==> src/rtl/maze_tile_writer_if.sv <==
// Cell-request and frame-buffer write bundle for maze_tile_writer.
// master drives cell/clear requests; slave (the writer) drives the frame-buffer port and status.
interface maze_tile_writer_if;
  logic        cell_valid;
  logic        cell_ready;
  logic [3:0]  cell_x;
  logic [3:0]  cell_y;
  logic [3:0]  cell_color;
  logic        clear_req;
  logic [16:0] w_addr;
  logic        w_en;
  logic [3:0]  pixel_data;
  logic        busy;
  logic        done;
  logic        err;

  modport master (
    output cell_valid, cell_x, cell_y, cell_color, clear_req,
    input  cell_ready, w_addr, w_en, pixel_data, busy, done, err
  );

  modport slave (
    input  cell_valid, cell_x, cell_y, cell_color, clear_req,
    output cell_ready, w_addr, w_en, pixel_data, busy, done, err
  );
endinterface

==> src/rtl/maze_tile_writer.sv <==
// Frame-buffer writer: full-frame clear and per-cell fill, one pixel per clock.
// Optional MAZE_GRID_LINES_EN paints each cell's top row and left column with LINE_COLOR.
module maze_tile_writer #(
  parameter int unsigned SCREEN_WIDTH  = 270,
  parameter int unsigned SCREEN_HEIGHT = 270,
  parameter int unsigned CELL_SIZE     = 30,
  parameter int unsigned GRID_DIM      = 9,
  parameter logic [3:0]  BG_COLOR      = 4'h0
`ifdef MAZE_GRID_LINES_EN
  ,
  parameter logic [3:0]  LINE_COLOR    = 4'hF
`endif
) (
  input logic               clk,
  input logic               reset,
  maze_tile_writer_if.slave bus
);

  localparam int unsigned    NUM_PIX   = SCREEN_WIDTH * SCREEN_HEIGHT;
  localparam int unsigned    CW        = (CELL_SIZE > 1) ? $clog2(CELL_SIZE) : 1;
  localparam logic [16:0]    LAST_ADDR = 17'(NUM_PIX - 1);
  localparam logic [16:0]    ROW_STEP  = 17'(SCREEN_WIDTH - CELL_SIZE + 1);
  localparam logic [CW-1:0]  CELL_LAST = CW'(CELL_SIZE - 1);

  typedef enum logic [1:0] {IDLE, CLEAR, DRAW} state_t;

  state_t        r_state, w_state_nxt;
  logic          r_pend_clear, w_pend_clear_nxt;
  logic [16:0]   r_addr, w_addr_nxt;
  logic [CW-1:0] r_row, w_row_nxt;
  logic [CW-1:0] r_col, w_col_nxt;
  logic [3:0]    r_color, w_color_nxt;
  logic [16:0]   r_w_addr, w_w_addr_nxt;
  logic          r_w_en, w_w_en_nxt;
  logic [3:0]    r_pix, w_pix_nxt;
  logic          r_last, w_last_nxt;
  logic          r_err_pend, w_err_pend_nxt;
  logic          r_done;
  logic          r_err;

  logic          w_oor;
  logic [16:0]   w_base;
  logic [3:0]    w_cell_pix;

  // Only multiply is at acceptance; the draw walks addresses incrementally.
  assign w_base = 17'(32'(bus.cell_y) * (CELL_SIZE * SCREEN_WIDTH) + 32'(bus.cell_x) * CELL_SIZE);
  assign w_oor  = (32'(bus.cell_x) >= GRID_DIM) || (32'(bus.cell_y) >= GRID_DIM);

`ifdef MAZE_GRID_LINES_EN
  assign w_cell_pix = ((r_row == '0) || (r_col == '0)) ? LINE_COLOR : r_color;
`else
  assign w_cell_pix = r_color;
`endif

  always_comb begin
    w_state_nxt      = r_state;
    w_pend_clear_nxt = r_pend_clear;
    w_addr_nxt       = r_addr;
    w_row_nxt        = r_row;
    w_col_nxt        = r_col;
    w_color_nxt      = r_color;
    w_w_addr_nxt     = r_w_addr;
    w_w_en_nxt       = 1'b0;
    w_pix_nxt        = r_pix;
    w_last_nxt       = 1'b0;
    w_err_pend_nxt   = 1'b0;
    unique case (r_state)
      IDLE: begin
        // Post-reset clear and clear_req both outrank a pending cell request.
        if (r_pend_clear || bus.clear_req) begin
          w_state_nxt      = CLEAR;
          w_pend_clear_nxt = 1'b0;
          w_addr_nxt       = '0;
        end else if (bus.cell_valid) begin
          if (w_oor) begin
            w_err_pend_nxt = 1'b1;
          end else begin
            w_state_nxt = DRAW;
            w_addr_nxt  = w_base;
            w_row_nxt   = '0;
            w_col_nxt   = '0;
            w_color_nxt = bus.cell_color;
          end
        end
      end
      CLEAR: begin
        w_w_en_nxt   = 1'b1;
        w_w_addr_nxt = r_addr;
        w_pix_nxt    = BG_COLOR;
        if (r_addr == LAST_ADDR) begin
          w_state_nxt = IDLE;
          w_last_nxt  = 1'b1;
        end else begin
          w_addr_nxt = r_addr + 17'd1;
        end
      end
      DRAW: begin
        w_w_en_nxt   = 1'b1;
        w_w_addr_nxt = r_addr;
        w_pix_nxt    = w_cell_pix;
        if (r_col == CELL_LAST) begin
          w_col_nxt  = '0;
          w_row_nxt  = r_row + CW'(1);
          w_addr_nxt = r_addr + ROW_STEP;
          if (r_row == CELL_LAST) begin
            w_state_nxt = IDLE;
            w_last_nxt  = 1'b1;
          end
        end else begin
          w_col_nxt  = r_col + CW'(1);
          w_addr_nxt = r_addr + 17'd1;
        end
      end
      default: w_state_nxt = IDLE;
    endcase
  end

  always_ff @(posedge clk or posedge reset) begin
    if (reset) begin
      r_state      <= IDLE;
      r_pend_clear <= 1'b1;
      r_addr       <= '0;
      r_row        <= '0;
      r_col        <= '0;
      r_color      <= '0;
      r_w_addr     <= '0;
      r_w_en       <= 1'b0;
      r_pix        <= '0;
      r_last       <= 1'b0;
      r_err_pend   <= 1'b0;
      r_done       <= 1'b0;
      r_err        <= 1'b0;
    end else begin
      r_state      <= w_state_nxt;
      r_pend_clear <= w_pend_clear_nxt;
      r_addr       <= w_addr_nxt;
      r_row        <= w_row_nxt;
      r_col        <= w_col_nxt;
      r_color      <= w_color_nxt;
      r_w_addr     <= w_w_addr_nxt;
      r_w_en       <= w_w_en_nxt;
      r_pix        <= w_pix_nxt;
      r_last       <= w_last_nxt;
      r_err_pend   <= w_err_pend_nxt;
      r_done       <= r_last;
      r_err        <= r_err_pend;
    end
  end

  assign bus.cell_ready = (r_state == IDLE) && !bus.clear_req && !r_pend_clear;
  assign bus.busy       = (r_state != IDLE);
  assign bus.w_addr     = r_w_addr;
  assign bus.w_en       = r_w_en;
  assign bus.pixel_data = r_pix;
  assign bus.done       = r_done;
  assign bus.err        = r_err;

endmodule

==> src/flat_wrapper.sv <==
// flat-port wrapper written by rule: the top's interface ports become plain ports
module maze_tile_writer_flat 
#(
  parameter int unsigned SCREEN_WIDTH  = 270,
  parameter int unsigned SCREEN_HEIGHT = 270,
  parameter int unsigned CELL_SIZE     = 30,
  parameter int unsigned GRID_DIM      = 9,
  parameter logic [3:0]  BG_COLOR      = 4'h0

)
  (clk, reset, bus_cell_valid, bus_cell_x, bus_cell_y, bus_cell_color, bus_clear_req, bus_cell_ready, bus_w_addr, bus_w_en, bus_pixel_data, bus_busy, bus_done, bus_err);
  maze_tile_writer_if bus_i ();
  input logic clk;
  input logic reset;
  input wire logic [$bits(bus_i.cell_valid)-1:0] bus_cell_valid;
  input wire logic [$bits(bus_i.cell_x)-1:0] bus_cell_x;
  input wire logic [$bits(bus_i.cell_y)-1:0] bus_cell_y;
  input wire logic [$bits(bus_i.cell_color)-1:0] bus_cell_color;
  input wire logic [$bits(bus_i.clear_req)-1:0] bus_clear_req;
  output wire logic [$bits(bus_i.cell_ready)-1:0] bus_cell_ready;
  output wire logic [$bits(bus_i.w_addr)-1:0] bus_w_addr;
  output wire logic [$bits(bus_i.w_en)-1:0] bus_w_en;
  output wire logic [$bits(bus_i.pixel_data)-1:0] bus_pixel_data;
  output wire logic [$bits(bus_i.busy)-1:0] bus_busy;
  output wire logic [$bits(bus_i.done)-1:0] bus_done;
  output wire logic [$bits(bus_i.err)-1:0] bus_err;
  assign bus_i.cell_valid = bus_cell_valid;
  assign bus_i.cell_x = bus_cell_x;
  assign bus_i.cell_y = bus_cell_y;
  assign bus_i.cell_color = bus_cell_color;
  assign bus_i.clear_req = bus_clear_req;
  assign bus_cell_ready = bus_i.cell_ready;
  assign bus_w_addr = bus_i.w_addr;
  assign bus_w_en = bus_i.w_en;
  assign bus_pixel_data = bus_i.pixel_data;
  assign bus_busy = bus_i.busy;
  assign bus_done = bus_i.done;
  assign bus_err = bus_i.err;
  maze_tile_writer #(.SCREEN_WIDTH(SCREEN_WIDTH), .SCREEN_HEIGHT(SCREEN_HEIGHT), .CELL_SIZE(CELL_SIZE), .GRID_DIM(GRID_DIM), .BG_COLOR(BG_COLOR)) u_core (.clk(clk), .reset(reset), .bus(bus_i));
endmodule
==> config.mk <==
export PLATFORM = sky130hd
export DESIGN_NAME = maze_tile_writer_flat
export DESIGN_NICKNAME = d
export VERILOG_FILES = /design/src/rtl/maze_tile_writer_if.sv /design/src/rtl/maze_tile_writer.sv /design/src/flat_wrapper.sv
export SDC_FILE = /design/constraint.sdc
export NUM_CORES = 1
export LEC_CHECK = 0
export BUFFER_PORTS_ARGS = -buffer_cell sky130_fd_sc_hd__buf_2
export CELL_PAD_IN_SITES_DETAIL_PLACEMENT = 0
export CELL_PAD_IN_SITES_GLOBAL_PLACEMENT = 1
export CORE_ASPECT_RATIO = 0.9
export CORE_MARGIN = 4
export CORE_UTILIZATION = 50
export DETAILED_ROUTE_END_ITERATION = 10
export PLACE_DENSITY = 0.88
export SETUP_SLACK_MARGIN = 0.2
export SLEW_MARGIN = 30
export SYNTH_ARGS = -nofsm -noshare
export SYNTH_HDL_FRONTEND = slang
export SYNTH_SLANG_ARGS = --single-unit
==> constraint.sdc <==
create_clock -name clk -period 6 [get_ports clk]
set_clock_uncertainty 0.15 [all_clocks]
set_input_delay 1.8 -clock clk [delete_from_list [all_inputs] [get_ports clk]]
set_output_delay 1.8 -clock clk [all_outputs]
set_load 0.01 [all_outputs]
==> metrics.md <==
| Metric | Value |
|---|---|
| Run status | finished clean |
| Sequential share of the synthesized area | 30.2% |
| Layout Area Growth over Synthesis | 9.63% |
| Tot Pwr | 0.00226 W |
| Initial antenna violation count | 0 |
| Areal power density over the cells | 414 nW/um^2 |
| Via total after detailed routing | 4129 |
| Weighted congestion reported at the end of routability-driven placement | 0.853 |
| Rel. slew slack | 49.9% |
| Static leakage | 2.54 nW |
| Routed wire length | 10900 um |
| Clock Tree Root | clkbuf_8 |
| Transition time of the tightest slew-check pin | 0.744 ns |
| Filler cell count in the final layout | 895 |
| Number of antenna repair diodes | 0 |
| Number of endpoints with negative hold slack in the final report | 0 |
| Share of async-settable or async-resettable flops after synthesis | 100% |
| Number of nets at the end of the flow | 658 |
| Share of the synthesized area in the top cell type | 29.7% |
| Maximum number of pins on one net before global-route repair | 61 |
| Total of hold buffers inserted after clock tree synthesis | 0 |
| Slew Limit Fails | 0 |
| Clk_lat worst skew | 0.34 ns |
| Share of the clock period used by the worst path | 92.3% |
| Data arrival time of the worst path | 5.66 ns |
| First-pass GRT wire length | 18500 um |
| Number of flops mapped to enable cells by yosys | 0 |
| Core Box Area | 9700 sq um |
| Clock buffers created by TritonCTS | 9 |
| Via count of the first global-routing pass | 3815 |
| Vias per inst | 5.81 |
| Clock tree from TritonCTS | built |
| Synthesized area | 4980 sq um |
| Initial cell density of the core | 51.3% |
| Count of mapped cells out of synthesis | 546 |
| Summed negative setup slack over all endpoints | 0 ns |
| Chip Height | 103 um |
| Worst slack at placement | 0.133 ns |
| Maximum count of clock buffers along a single path | 2 |
| Number of synthesized register bits | 60 |
| Number of cells traversed by the worst register-to-register path | 8 |
| Total of max-cap violations | 0 |
| Synthesized netlist net count | 624 |
| Number of H-tree branching levels | 3 |
| Final cell utilization of the core | 56.2% |
| Ratio of cells with drive above 1 in the final layout | 17.9% |
| Initial drt markers | 167 |
| Post CTS Setup Buffer Count | 0 |
| Total global routing overflow | 0 |
| Synth Warn # | 0 |
| Top FF cell, synth | dfrtp_1 |
| Clock sink count | 60 |
| Type of origin of the critical path | input pin |
| Drt drc | 0 |
| Count of TritonRoute iterations in the first routing pass | 4 |
| Highest clock rate | 181 MHz |
| Critical path fanouts, max | 6 |
| Hold path depth | 0 |
| Post-detailed-placement cell area | 5260 sq um |
| Post-route design area | 5460 sq um |
| Most area-hungry cell type in the Yosys netlist | dfrtp_1 |
| Count of buffers from port buffering | 41 |
| Unrepaired setup endpoints after global routing | false |
| Cell variety after synth | 76 |
| Post-synthesis average cell area | 9.11 sq um |
| Total routing resource utilization after global routing | 19.5% |
| Total of endpoints with negative setup slack in the final report | 0 |
| Cells taking the most area after synthesis | dfrtp_1 30%, ha_1 13%, mux2_2 5.0% |
| Standard-cell row count | 34 |
| Max rail drop VDD | 175 uV |
| Horiz. Die Dim | 113 um |
| Worst hold-check path type | reg -> reg |
| Shortest period the worst path allows | 5.54 ns |
| Wire length per cell after detailed routing | 15.4 um |
| Type of the worst setup path | in -> reg |
| Data required time at the worst endpoint | 6.12 ns |
| Half-perimeter wire length after detailed placement | 8350 um |
| Routed Antenna Nets | 0 |
| Area enclosed by the die boundary | 11600 sq um |
| Setup slack of the critical path after layout | 0.461 ns |
| I/O pin cnt | 42 |
| Type of destination of the critical path | flip-flop |
| Clk slew on worst S/H paths | 0.07 ns |
| Resize count post-CTS | 0 |
-- synthesized netlist by cell type, types with 9 or more instances --
library cell,instances
a21oi_1,25
clkbuf_1,14
dfrtp_1,59
fa_1,12
ha_1,50
inv_1,48
mux2_2,22
nand2_1,35
nand3_1,18
nor2_1,30
nor2b_1,9
nor3_1,18
o21ai_0,47
xnor2_1,11
-- layout make-up --
cell class	count	area [sq um]	area share, %
repair buffers	44	228	4.17
well taps	126	158	2.89
flip-flops and latches	60	1500	27.5
inverters	48	180	3.30
clock inverters	6	66.3	1.22
clock buffers	10	128	2.34
multi-input cells	417	3190	58.5
-- where the power goes --
part	internal [W]	total, W	switching, W
registers	0.000536	0.000675	0.000139
clock network	0.000192	0.000354	0.000163
logic	0.000517	0.00123	0.000714
-- through the flow --
| step | hold WS [ns] | instances |
|---|---|---|
| detailed placement | 0.197 | 695 |
| global placement | 0.182 | 695 |
| CTS | 0.213 | 711 |
| global route | 0.221 | 711 |
| finish | 0.208 | 711 |
| floorplan | 0.181 | 546 |
-- placed cells by master (no fill, tap or decap), drive strengths merged, types with 7 or more instances in the layout --
cell type / Yosys / final
dfrtp: 59 / 59
ha: 50 / 50
o21ai: 50 / 50
inv: 48 / 48
buf: 7 / 44
nand2: 36 / 36
nor2: 30 / 30
a21oi: 26 / 26
mux2: 22 / 22
nand3: 20 / 20
nor3: 19 / 19
fa: 12 / 12
xnor2: 11 / 11
clkbuf: 14 / 10
and3: 10 / 10
nor2b: 9 / 9
a21o: 8 / 8
a211oi: 8 / 8
o21a: 7 / 7
nand4: 7 / 7
-- path summary, 6_finish.rpt --
| path | start | end | slack, ns |
|---|---|---|---|
| worst max-delay path | bus_cell_x[0] | u_core.r_addr[16] | 0.46 |
| min in group asynchronous | reset | u_core.bus.pixel_data[1] | 1.53 |
| worst min register to register | u_core.r_last | u_core.bus.done | 0.21 |
| worst min-delay path | u_core.r_last | u_core.bus.done | 0.21 |
| max in group asynchronous | reset | u_core.bus.w_addr[13] | 3.68 |
| worst max register to register | u_core.r_state[0] | u_core.r_addr[14] | 3.09 |
-- state kept, by name, summed over array words and instances, names as in the netlist, 2 cells and up --
name,flops
u_core.bus.w_addr,17
u_core.r_addr,17
u_core.r_col,5
u_core.r_row,5
u_core.bus.pixel_data,4
u_core.r_color,4
u_core.r_state,2
-- critical path, stage by stage --
cell and delay, ns:
buf_2 0.14, fa_1 0.57, inv_1 0.06, fa_1 0.51
inv_1 0.06, ha_1 0.28, a21o_1 0.16, a21oi_1 0.21
o21bai_1 0.10, a21oi_1 0.17, xnor2_1 0.10, ha_1 0.22
or3_2 0.46, o21a_1 0.25, and3_1 0.18, a311o_1 0.31
nand3_1 0.08
-- kinds of logic (layout without fill, tap and decap cells) --
kind of cell / count (synthesis) / in the layout / synth area share, %
flip-flops: 60 / 60 / 30.2
buffers and inverters: 69 / 108 / 5.63
AO/OA/AOI/OAI: 158 / 158 / 21.8
adder cells (fa/ha/maj): 62 / 62 / 17.4
AND/OR/NAND/NOR: 159 / 159 / 17.1
XOR/XNOR: 15 / 15 / 2.64
multiplexers: 23 / 23 / 5.18
-- layer usage --
layer | track usage, % | share of wire (%) | wire [um] | up-vias
met4 | 5.18 | 1.0 | 114 | 0
li1 | - | - | - | 2056
met2 | 30.5 | 45 | 4950 | 91
met3 | 3.52 | 4.8 | 521 | 10
met1 | 28.0 | 49 | 5340 | 1972
met5 | 0 | 0 | 0 | -
(Power assumes the default switching activity.)
